`src/rtl/ahb_pkg.sv`:
```
// Shared AHB-Lite definitions: transfer/size encodings and the AHB-to-APB bridge state type,
// reused by the bridge and by later bus components.
package ahb_pkg;

    localparam logic [1:0] HTRANS_IDLE = 2'b00;
    localparam logic [1:0] HTRANS_BUSY = 2'b01;
    localparam logic [1:0] HTRANS_NSEQ = 2'b10;
    localparam logic [1:0] HTRANS_SEQ  = 2'b11;

    localparam logic [2:0] HSIZE_BYTE = 3'd0;
    localparam logic [2:0] HSIZE_HALF = 3'd1;
    localparam logic [2:0] HSIZE_WORD = 3'd2;

    typedef enum logic [2:0] {
        ST_IDLE,
        ST_WDATA,
        ST_SETUP,
        ST_ACCESS,
        ST_RESP,
        ST_ERR1,
        ST_ERR2
    } ahbl_apb_state_t;

    // NSEQ and SEQ carry real transfers; IDLE and BUSY get a zero-wait OKAY.
    function automatic logic htrans_active(input logic [1:0] htrans);
        return (htrans == HTRANS_NSEQ) || (htrans == HTRANS_SEQ);
    endfunction

endpackage

```
`src/rtl/ahbl_to_apb.sv`:
```
// AHB-Lite slave to APB3 master bridge: one APB setup/access per AHB transfer, AHB data phase
// stretched with wait states. Optional macro APB_BRIDGE_SIZE_CHECK_EN rejects non-word transfers.
module ahbl_to_apb
    import ahb_pkg::*;
#(
    parameter int W_ADDR = 16,
    parameter int W_DATA = 32
) (
    input  logic              clk,
    input  logic              rst_n,

    input  logic              ahbls_hready,
    output logic              ahbls_hready_resp,
    output logic              ahbls_hresp,
    input  logic [31:0]       ahbls_haddr,
    input  logic              ahbls_hwrite,
    input  logic [1:0]        ahbls_htrans,
    input  logic [2:0]        ahbls_hsize,
    input  logic [W_DATA-1:0] ahbls_hwdata,
    output logic [W_DATA-1:0] ahbls_hrdata,

    output logic [W_ADDR-1:0] apbm_paddr,
    output logic              apbm_psel,
    output logic              apbm_penable,
    output logic              apbm_pwrite,
    output logic [W_DATA-1:0] apbm_pwdata,
    input  logic [W_DATA-1:0] apbm_prdata,
    input  logic              apbm_pready,
    input  logic              apbm_pslverr
);

    ahbl_apb_state_t state;
    logic            accept;
    logic            size_ok;
    logic            unused_inputs;

    assign accept = ahbls_hready && htrans_active(ahbls_htrans);

`ifdef APB_BRIDGE_SIZE_CHECK_EN
    assign size_ok = (ahbls_hsize == HSIZE_WORD);
`else
    assign size_ok = 1'b1;
`endif

    assign unused_inputs = ^{ahbls_haddr[31:W_ADDR], ahbls_hsize};

    // Every output is a register written alongside the state, so APB inputs never reach AHB outputs combinationally.
    always_ff @(posedge clk or negedge rst_n) begin
        if (!rst_n) begin
            state             <= ST_IDLE;
            ahbls_hready_resp <= 1'b1;
            ahbls_hresp       <= 1'b0;
            ahbls_hrdata      <= '0;
            apbm_paddr        <= '0;
            apbm_psel         <= 1'b0;
            apbm_penable      <= 1'b0;
            apbm_pwrite       <= 1'b0;
            apbm_pwdata       <= '0;
        end else begin
            case (state)
                ST_IDLE, ST_RESP, ST_ERR2: begin
                    ahbls_hready_resp <= 1'b1;
                    ahbls_hresp       <= 1'b0;
                    state             <= ST_IDLE;
                    if (accept) begin
                        apbm_paddr        <= ahbls_haddr[W_ADDR-1:0];
                        apbm_pwrite       <= ahbls_hwrite;
                        ahbls_hready_resp <= 1'b0;
                        if (!size_ok) begin
                            state       <= ST_ERR1;
                            ahbls_hresp <= 1'b1;
                        end else if (ahbls_hwrite) begin
                            state <= ST_WDATA;
                        end else begin
                            state     <= ST_SETUP;
                            apbm_psel <= 1'b1;
                        end
                    end
                end
                ST_WDATA: begin
                    apbm_pwdata <= ahbls_hwdata;
                    apbm_psel   <= 1'b1;
                    state       <= ST_SETUP;
                end
                ST_SETUP: begin
                    apbm_penable <= 1'b1;
                    state        <= ST_ACCESS;
                end
                ST_ACCESS: begin
                    if (apbm_pready) begin
                        apbm_psel    <= 1'b0;
                        apbm_penable <= 1'b0;
                        if (apbm_pslverr) begin
                            state       <= ST_ERR1;
                            ahbls_hresp <= 1'b1;
                        end else begin
                            state             <= ST_RESP;
                            ahbls_hready_resp <= 1'b1;
                            if (!apbm_pwrite) begin
                                ahbls_hrdata <= apbm_prdata;
                            end
                        end
                    end
                end
                ST_ERR1: begin
                    ahbls_hready_resp <= 1'b1;
                    ahbls_hresp       <= 1'b1;
                    state             <= ST_ERR2;
                end
                default: begin
                    state             <= ST_IDLE;
                    ahbls_hready_resp <= 1'b1;
                    ahbls_hresp       <= 1'b0;
                    apbm_psel         <= 1'b0;
                    apbm_penable      <= 1'b0;
                end
            endcase
        end
    end

endmodule

```
`config.mk`:
```
export PLATFORM = sky130hd
export DESIGN_NAME = ahbl_to_apb
export DESIGN_NICKNAME = d
export VERILOG_FILES = /design/src/rtl/ahb_pkg.sv /design/src/rtl/ahbl_to_apb.sv
export SDC_FILE = /design/constraint.sdc
export NUM_CORES = 1
export LEC_CHECK = 0
export ABC_AREA = 1
export CAP_MARGIN = 20
export CORE_AREA = 4 4 97 108
export CTS_CLUSTER_DIAMETER = 50
export CTS_CLUSTER_SIZE = 10
export DETAILED_ROUTE_END_ITERATION = 12
export DIE_AREA = 0 0 101 112
export PLACE_DENSITY = 0.8
export RECOVER_POWER = 25
export SLEW_MARGIN = 20
export SYNTH_ARGS = -nofsm -noshare
export SYNTH_HDL_FRONTEND = slang
export SYNTH_SLANG_ARGS = --single-unit
```
`constraint.sdc`:
```
create_clock -name clk -period 1.5 [get_ports clk]
set_clock_uncertainty 0.1 [all_clocks]
set_input_delay 0.225 -clock clk [delete_from_list [all_inputs] [get_ports clk]]
set_output_delay 0.225 -clock clk [all_outputs]
set_load 0.01 [all_outputs]
```
==> impl_metrics.env, run 1 <==
export IMPL_die_y_um=112
export IMPL_cts_sinks=88
export IMPL_hold_ws_ps=312
export IMPL_yosysMostFrequentCell="nand2_1"
export IMPL_rsz0062_at_grt="yes"
export IMPL_startpoint_type="register"
export IMPL_syn_avg_cell_area_um2=9.33
export IMPL_crit_type="reg2reg"
export IMPL_synth_area_leaders="dfrtp_1, nand2_1, o21ai_2, inv_1, o21ai_0"
export IMPL_ant_nets=0
export IMPL_area_growth_pct=59.4
export IMPL_fp_row_count=37
export IMPL_hold_class="in2reg"
export IMPL_grt_overflow_total=0
export IMPL_grt_max_degree=65
export IMPL_cts_tree="yes"
export IMPL_ios=192
export IMPL_route_detailed_drc=0
export IMPL_ys_seq_elements=88
export IMPL_fmax_mhz=688
export IMPL_htreeDepth=3
export IMPL_async_reset_ff_share_pct=100
export IMPL_cts_root_buf="clkbuf_8"
export IMPL_gr_usage_all_layers_pct=17.2
export IMPL_viasPerCell=4.53
export IMPL_yosysTopAreaCellShare_pct=58.9
export IMPL_fin_crit_ps=1450
export IMPL_fillerInstances=800
export IMPL_yosysUniqueCellTypes=19
export IMPL_dp_cells=686
export IMPL_antenna_cells=0
export IMPL_syn_nets=503
export IMPL_ys_flop_type="dfrtp_1"
export IMPL_netlist_instances=396
export IMPL_power_leakage_uw=0.00319
export IMPL_antenna_found_initial=0
export IMPL_dr_pass1_iters=4
export IMPL_fin_crit_sh_pct=96.8
export IMPL_clk_pin_slew_worst_paths_ps=80
export IMPL_multi_input_comb_area_um2=1140
export IMPL_grt_pass1_wl_um=15500
export IMPL_status="finished, final reports clean"
export IMPL_yosysTopAreaCell="dfrtp_1"
export IMPL_p_per_area_nw_per_um2=1790
export IMPL_postRouteWirelength_um=9850
export IMPL_maxCapViolations=0
export IMPL_port_buffers=171
export IMPL_dpl_instance_area_um2=5610
export IMPL_synth_cell_area_um2=3690
export IMPL_dieArea_um2=11300
export IMPL_place_gp_congestion=0.815
export IMPL_drive_gt1_share_pct=15.8
export IMPL_maxSlewViolCount=0
export IMPL_core_area_um2=9310
export IMPL_required_ps=1640
export IMPL_design_area_um2=5890
export IMPL_die_w_um=101
export IMPL_ir_worst_vdd_mv=0.909
export IMPL_clk_latency_ps=340
export IMPL_worst_pin_slew_ps=558
export IMPL_setup_violations=0
export IMPL_clock_path_buffers=2
export IMPL_fin_util_pct=63.3
export IMPL_nNetsFinal=697
export IMPL_synth_common_cells="nand2_1, dfrtp_1, inv_1"
export IMPL_start_util_pct=39.7
export IMPL_seqCellArea_um2=2200
export IMPL_cts_buffers_inserted=9
export IMPL_dpl_worst_slack_ps=-87.5
export IMPL_maxSlewHeadroom_pct=62.8
export IMPL_ys_seq_area_share_pct=59.6
export IMPL_grt_pass1_vias=3271
export IMPL_setup_ws_ps=47.3
export IMPL_critPathArrivalTime_ps=1590
export IMPL_vias=3220
export IMPL_hold_viol=0
export IMPL_place_hpwl_um=7420
export IMPL_routedWlPerCell_um=13.9
export IMPL_yosysWarnings=0
export IMPL_drt_iter0_drc=114
export IMPL_critical_path_peak_fanout=7
export IMPL_crit_path_end_kind="register"
export IMPL_fin_cells=711
export IMPL_synth_edf_count=0
-- placed cells by master, fill, tap and decap left out, drive strengths merged --
master         count
dfstp              1
inv               75
bufinv             2
a21boi             1
clkdlybuf4s15      1
clkinv             2
dlygate4sd3        1
dlygate4sd2       84
o21ai             69
dfrtp             87
clkbuf            17
nand2            133
nand3              8
clkdlybuf4s50     85
buf               21
nand4              4
nor2               3
-- where the power goes --
part	switching [uW]	internal (uW)	total [uW]
registers	595	3490	4080
clock network	783	1020	1800
logic	2460	2200	4660
total	3840	6710	10500
-- metrics by stage --
step	total power, uW	TNS, ps
global route	11400	-416
CTS	10500	0
floorplan	6380	0
detailed placement	9400	-2440
finish	10500	0
global placement	9160	-1250
-- flip-flops by register name, summed over array words and instances, names as in the netlist --
register,count
ahbls_hrdata,32
apbm_pwdata,32
apbm_paddr,16
state,3
ahbls_hready_resp,1
ahbls_hresp,1
apbm_penable,1
apbm_psel,1
apbm_pwrite,1
-- routing by layer --
metal  global-route usage, %  part of all wire, %  vias to the layer above
li1                        -                    -                     1584
met1                    20.2                   39                     1488
met2                    28.3                   49                      133
met3                    6.14                  9.9                       15
met4                    7.00                  1.8                        0
met5                       0                    0                        -
-- path summary, 6_finish.rpt --
path                                 startpoint              end  slack, ps  cells past startpoint
worst max-delay path                   state[1]  ahbls_hrdata[2]         50                      6
worst min-delay path            ahbls_haddr[14]   apbm_paddr[14]        310                      3
worst max register to register         state[1]  ahbls_hrdata[2]         50                      6
worst min register to register      ahbls_hresp      ahbls_hresp        370                      2
max in group asynchronous                 rst_n   apbm_paddr[10]        200                      3
min in group asynchronous                 rst_n     apbm_penable        320                      2
-- logic make-up after synthesis --
family	after synthesis	synth area share [%]
AO/OA/AOI/OAI	70	12.8
buffers and inverters	91	11.0
flip-flops	88	59.6
AND/OR/NAND/NOR	147	16.6
-- what timing repair did --
action / CTS / global route
pin swaps: 0 / 3
hold buffers: 1 / 0
hold endpoints to repair: 88 / 0
gates resized for setup: 85 / 19
buffers inserted: 0 / 5
setup endpoints to repair: 85 / 36
gates cloned: 0 / 4
-- critical path, stage by stage, from the launching register on --
cell and delay [ps]:
dfrtp_1 370, nand2_2 100, nor2_4 210, nand4_4 220, buf_12 210, nand2_1 80
o21ai_2 60
-- cell type report --
| class | count | share of cell area, % |
|---|---|---|
| clock buffers | 12 | 2.63 |
| clock inverters | 3 | 1.10 |
| inverters | 76 | 4.86 |
| multi-input cells | 218 | 19.4 |
| flip-flops and latches | 88 | 37.4 |
| well taps | 117 | 2.49 |
| repair buffers | 197 | 32.1 |
No activity file was read; power rests on OpenSTA's default activity.
==> run 2, diff against run 1 <==
Settings changed: CTS_BUF_LIST from default to sky130_fd_sc_hd__clkbuf_16.
==> impl_metrics.env, run 2 (synthesized netlist as in run 1, its figures left out) <==
export IMPL_hold_viol=0
export IMPL_ir_worst_vdd_mv=0.791
export IMPL_fillerInstances=801
export IMPL_seqCellArea_um2=2200
export IMPL_grt_pass1_vias=3273
export IMPL_fin_crit_ps=1430
export IMPL_critPathSlowestCell="dfstp_2"
export IMPL_critPathArrivalTime_ps=1110
export IMPL_clk_latency_ps=320
export IMPL_antenna_cells=0
export IMPL_hold_ws_ps=335
export IMPL_setup_violations=0
export IMPL_gr_usage_all_layers_pct=17.1
export IMPL_maxSlewHeadroom_pct=60.7
export IMPL_area_growth_pct=59.8
export IMPL_ios=192
export IMPL_die_y_um=112
export IMPL_drt_iter0_drc=110
export IMPL_port_buffers=171
export IMPL_dpl_worst_slack_ps=-87.5
export IMPL_cpPeakStageDelay_ps=530
export IMPL_die_w_um=101
export IMPL_clk_pin_slew_worst_paths_ps=60
export IMPL_p_per_area_nw_per_um2=1840
export IMPL_mostFrequentLayoutCells="nand2_1, dfrtp_1, clkdlybuf4s50_1, dlygate4sd2_1, inv_1"
export IMPL_fp_row_count=37
export IMPL_dieArea_um2=11300
export IMPL_antenna_found_initial=0
export IMPL_place_gp_congestion=0.815
export IMPL_core_area_um2=9310
export IMPL_hold_class="in2reg"
export IMPL_crit_buf_inv=1
export IMPL_r2r_slack_ps=80
export IMPL_cts_buffers_inserted=9
export IMPL_cts_tree="yes"
export IMPL_place_hpwl_um=7420
export IMPL_routedWlPerCell_um=13.5
export IMPL_start_util_pct=39.7
export IMPL_finalSetupTns_ps=0
export IMPL_reg_top3="ahbls_hrdata: 32 flops, apbm_pwdata: 32 flops, apbm_paddr: 16 flops"
export IMPL_critical_path_peak_fanout=2
export IMPL_cts_sinks=88
export IMPL_cts_root_buf="clkbuf_16"
export IMPL_grt_max_degree=65
export IMPL_crit_type="reg2out"
export IMPL_maxCapViolations=0
export IMPL_startpoint_type="register"
export IMPL_worst_pin_slew_ps=589
export IMPL_route_detailed_drc=0
export IMPL_multi_input_comb_area_um2=1090
export IMPL_nNetsFinal=692
export IMPL_clock_path_buffers=2
export IMPL_path_delay_family="flip-flops"
export IMPL_drive_gt1_share_pct=12.9
export IMPL_dr_pass1_iters=4
export IMPL_path_cells="dlygate4sd2_1"
export IMPL_maxSlewViolCount=0
export IMPL_fmax_mhz=698
export IMPL_viasPerCell=4.49
export IMPL_setup_ws_ps=66.6
export IMPL_fin_crit_sh_pct=95.6
export IMPL_crit_path_end_kind="output pin"
export IMPL_grt_overflow_total=0
export IMPL_required_ps=1170
export IMPL_htreeDepth=3
export IMPL_status="finished, final reports clean"
export IMPL_grt_pass1_wl_um=15500
export IMPL_ant_nets=0
export IMPL_power_uw=10900
export IMPL_final_common_cell="nand2_1"
export IMPL_power_leakage_uw=0.00322
export IMPL_postRouteWirelength_um=9520
export IMPL_vias=3172
run 2: timing repair:
item | CTS | global route
gates resized for setup | 85 | 5
endpoints found under the hold margin | 19 | 0
buffers inserted | 0 | 2
setup endpoints to repair | 85 | 33
gates cloned | 0 | 2
hold buffers | 1 | 0
run 2: cell type report:
type                            count  area share [%]
Timing Repair Buffer              193            31.8
Multi-Input combinational cell    217            18.5
Sequential cell                    88            37.3
Inverter                           76            4.85
Clock inverter                      6            1.29
Clock buffer                        9            3.81
Tap cell                          117            2.48
run 2: metrics by stage:
| stage | utilization [%] | instances | instance area, um^2 |
|---|---|---|---|
| floorplan | - | 396 | 3690 |
| global placement | 60.3 | 686 | 5610 |
| detailed placement | 60.3 | 686 | 5610 |
| CTS | 62.5 | 702 | 5820 |
| global route | 63.5 | 706 | 5900 |
| finish | 63.5 | 706 | 5900 |
run 2: metal layers:
metal	track usage, %	vias up	routed length, um
met1	20.2	1463	3680
met4	6.21	0	161
met2	28.3	124	4720
met5	0	-	0
met3	6.33	16	950
li1	-	1569	-
run 2: path summary, 6_finish.rpt:
check	cells after the start	startpoint	to
max in group asynchronous	3	rst_n	ahbls_hrdata[31]
max	1	ahbls_hready_resp	ahbls_hready_resp
max reg2reg	7	state[0]	ahbls_hrdata[29]
min in group asynchronous	2	rst_n	apbm_psel
min	3	ahbls_haddr[14]	apbm_paddr[14]
min reg2reg	2	ahbls_hresp	ahbls_hresp
run 2: report_power, final:
part           total, uW  internal (uW)  switching [uW]
Clock               2250           1430             827
Combinational       4520           2130            2400
Sequential          4070           3490             577
==> run 3, diff against run 2 <==
Settings changed: CORE_AREA 4 4 97 108 to 2 2 95 106, DIE_AREA 0 0 101 112 to 0 0 97 108.
==> impl_metrics.env, run 3 (synthesized netlist as in run 1, its figures left out) <==
export IMPL_start_util_pct=39.7
export IMPL_grt_max_degree=87
export IMPL_startpoint_type="register"
export IMPL_grt_pass1_wl_um=14700
export IMPL_place_gp_congestion=0.804
export IMPL_ios=192
export IMPL_clock_path_buffers=2
export IMPL_cts_root_buf="clkbuf_16"
export IMPL_maxCapViolations=0
export IMPL_hold_viol=0
export IMPL_routedWlPerCell_um=12.5
export IMPL_dieArea_um2=10500
export IMPL_path_delay_family="flip-flops"
export IMPL_gr_usage_all_layers_pct=17.4
export IMPL_htreeDepth=3
export IMPL_setup_ws_ps=50.4
export IMPL_setup_violations=0
export IMPL_design_area_um2=5900
export IMPL_crit_type="reg2out"
export IMPL_postRouteWirelength_um=8870
export IMPL_dp_cells=686
export IMPL_viasPerCell=4.44
export IMPL_dpl_worst_slack_ps=-69.6
export IMPL_hold_ws_ps=158
export IMPL_antenna_found_initial=0
export IMPL_critPathSlowestCell="dfstp_2"
export IMPL_fin_crit_ps=1450
export IMPL_crit_path_end_kind="output pin"
export IMPL_nNetsFinal=692
export IMPL_cpPeakStageDelay_ps=530
export IMPL_p_per_area_nw_per_um2=1810
export IMPL_drt_iter0_drc=112
export IMPL_hold_class="in2async"
export IMPL_mostFrequentLayoutCells="nand2_1, dfrtp_1, clkdlybuf4s50_1, dlygate4sd2_1, inv_1"
export IMPL_fin_cells=707
export IMPL_area_growth_pct=59.7
export IMPL_clk_pin_slew_worst_paths_ps=60
export IMPL_grt_overflow_total=0
export IMPL_fin_crit_sh_pct=96.6
export IMPL_die_w_um=97
export IMPL_maxSlewHeadroom_pct=69.5
export IMPL_cts_tree="yes"
export IMPL_critical_path_peak_fanout=2
export IMPL_place_hpwl_um=6440
export IMPL_reg_top3="ahbls_hrdata: 32 flops, apbm_pwdata: 32 flops, apbm_paddr: 16 flops"
export IMPL_required_ps=1170
export IMPL_grt_pass1_vias=3144
export IMPL_crit_buf_inv=1
export IMPL_cts_buffers_inserted=9
export IMPL_drive_gt1_share_pct=13.1
export IMPL_rsz0062_at_grt="no"
export IMPL_port_buffers=171
export IMPL_vias=3142
export IMPL_route_detailed_drc=0
export IMPL_antenna_cells=0
export IMPL_power_leakage_uw=0.00322
export IMPL_core_area_um2=9310
export IMPL_die_y_um=108
export IMPL_cts_sinks=88
export IMPL_dr_pass1_iters=6
export IMPL_ir_worst_vdd_mv=0.734
export IMPL_worst_pin_slew_ps=457
export IMPL_final_common_cell="nand2_1"
export IMPL_critPathArrivalTime_ps=1120
export IMPL_status="finished, final reports clean"
export IMPL_fmax_mhz=690
export IMPL_ant_nets=0
export IMPL_maxSlewViolCount=0
export IMPL_clk_latency_ps=330
export IMPL_path_cells="dlygate4sd2_1"
export IMPL_dpl_instance_area_um2=5610
export IMPL_fp_row_count=37
-- run 3: metrics by stage --
stage / util [%] / total power (uW) / TNS, ps
finish: 63.4 / 10700 / 0
global route: 63.4 / 11500 / 0
CTS: 62.3 / 10700 / 0
detailed placement: 60.3 / 9340 / -1770
global placement: 60.3 / 9160 / -1320
floorplan: - / 6380 / 0
-- run 3: what timing repair did --
| action | CTS | global route |
|---|---|---|
| pin swaps | 0 | 2 |
| hold buffers | 1 | 0 |
| hold endpoints to repair | 87 | 0 |
| gates cloned | 0 | 2 |
| setup endpoints to repair | 85 | 6 |
| setup buffers | 0 | 2 |
| gates resized for setup | 85 | 8 |
-- run 3: final cells by class --
type | instances | area [um^2]
fill | 771 | 3400
sequential | 88 | 2200
timing repair buffer | 193 | 1890
multi-input combinational | 217 | 1090
inverter | 76 | 287
clock buffer | 9 | 225
tap | 117 | 146
clock inverter | 7 | 58.8
-- run 3: final timing paths --
| check | start | end | slack, ps | depth (start not counted) |
|---|---|---|---|---|
| min reg2reg | ahbls_hready_resp | ahbls_hready_resp | 370 | 2 |
| min | rst_n | apbm_pwdata[8] | 160 | 2 |
| max | ahbls_hready_resp | ahbls_hready_resp | 50 | 1 |
| min in group clk | ahbls_haddr[15] | apbm_paddr[15] | 320 | 3 |
| max reg2reg | state[1] | ahbls_hrdata[2] | 100 | 7 |
| max in group asynchronous | rst_n | apbm_paddr[6] | 420 | 3 |
-- run 3: power by group --
group	total [uW]	switching [uW]	internal [uW]
clock	2130	860	1270
combinational	4510	2350	2160
sequential	4050	556	3490
total	10700	3760	6920
-- run 3: layer usage --
metal  wire length, um  vias up  track usage, %  share of wire [%]
met5                 0        -               0                  0
met4                78        0            5.43               0.88
met3               913        7            7.30                 10
met2              4250      131            28.8                 48
met1              3620     1423            20.8                 41
li1                  -     1581               -                  -
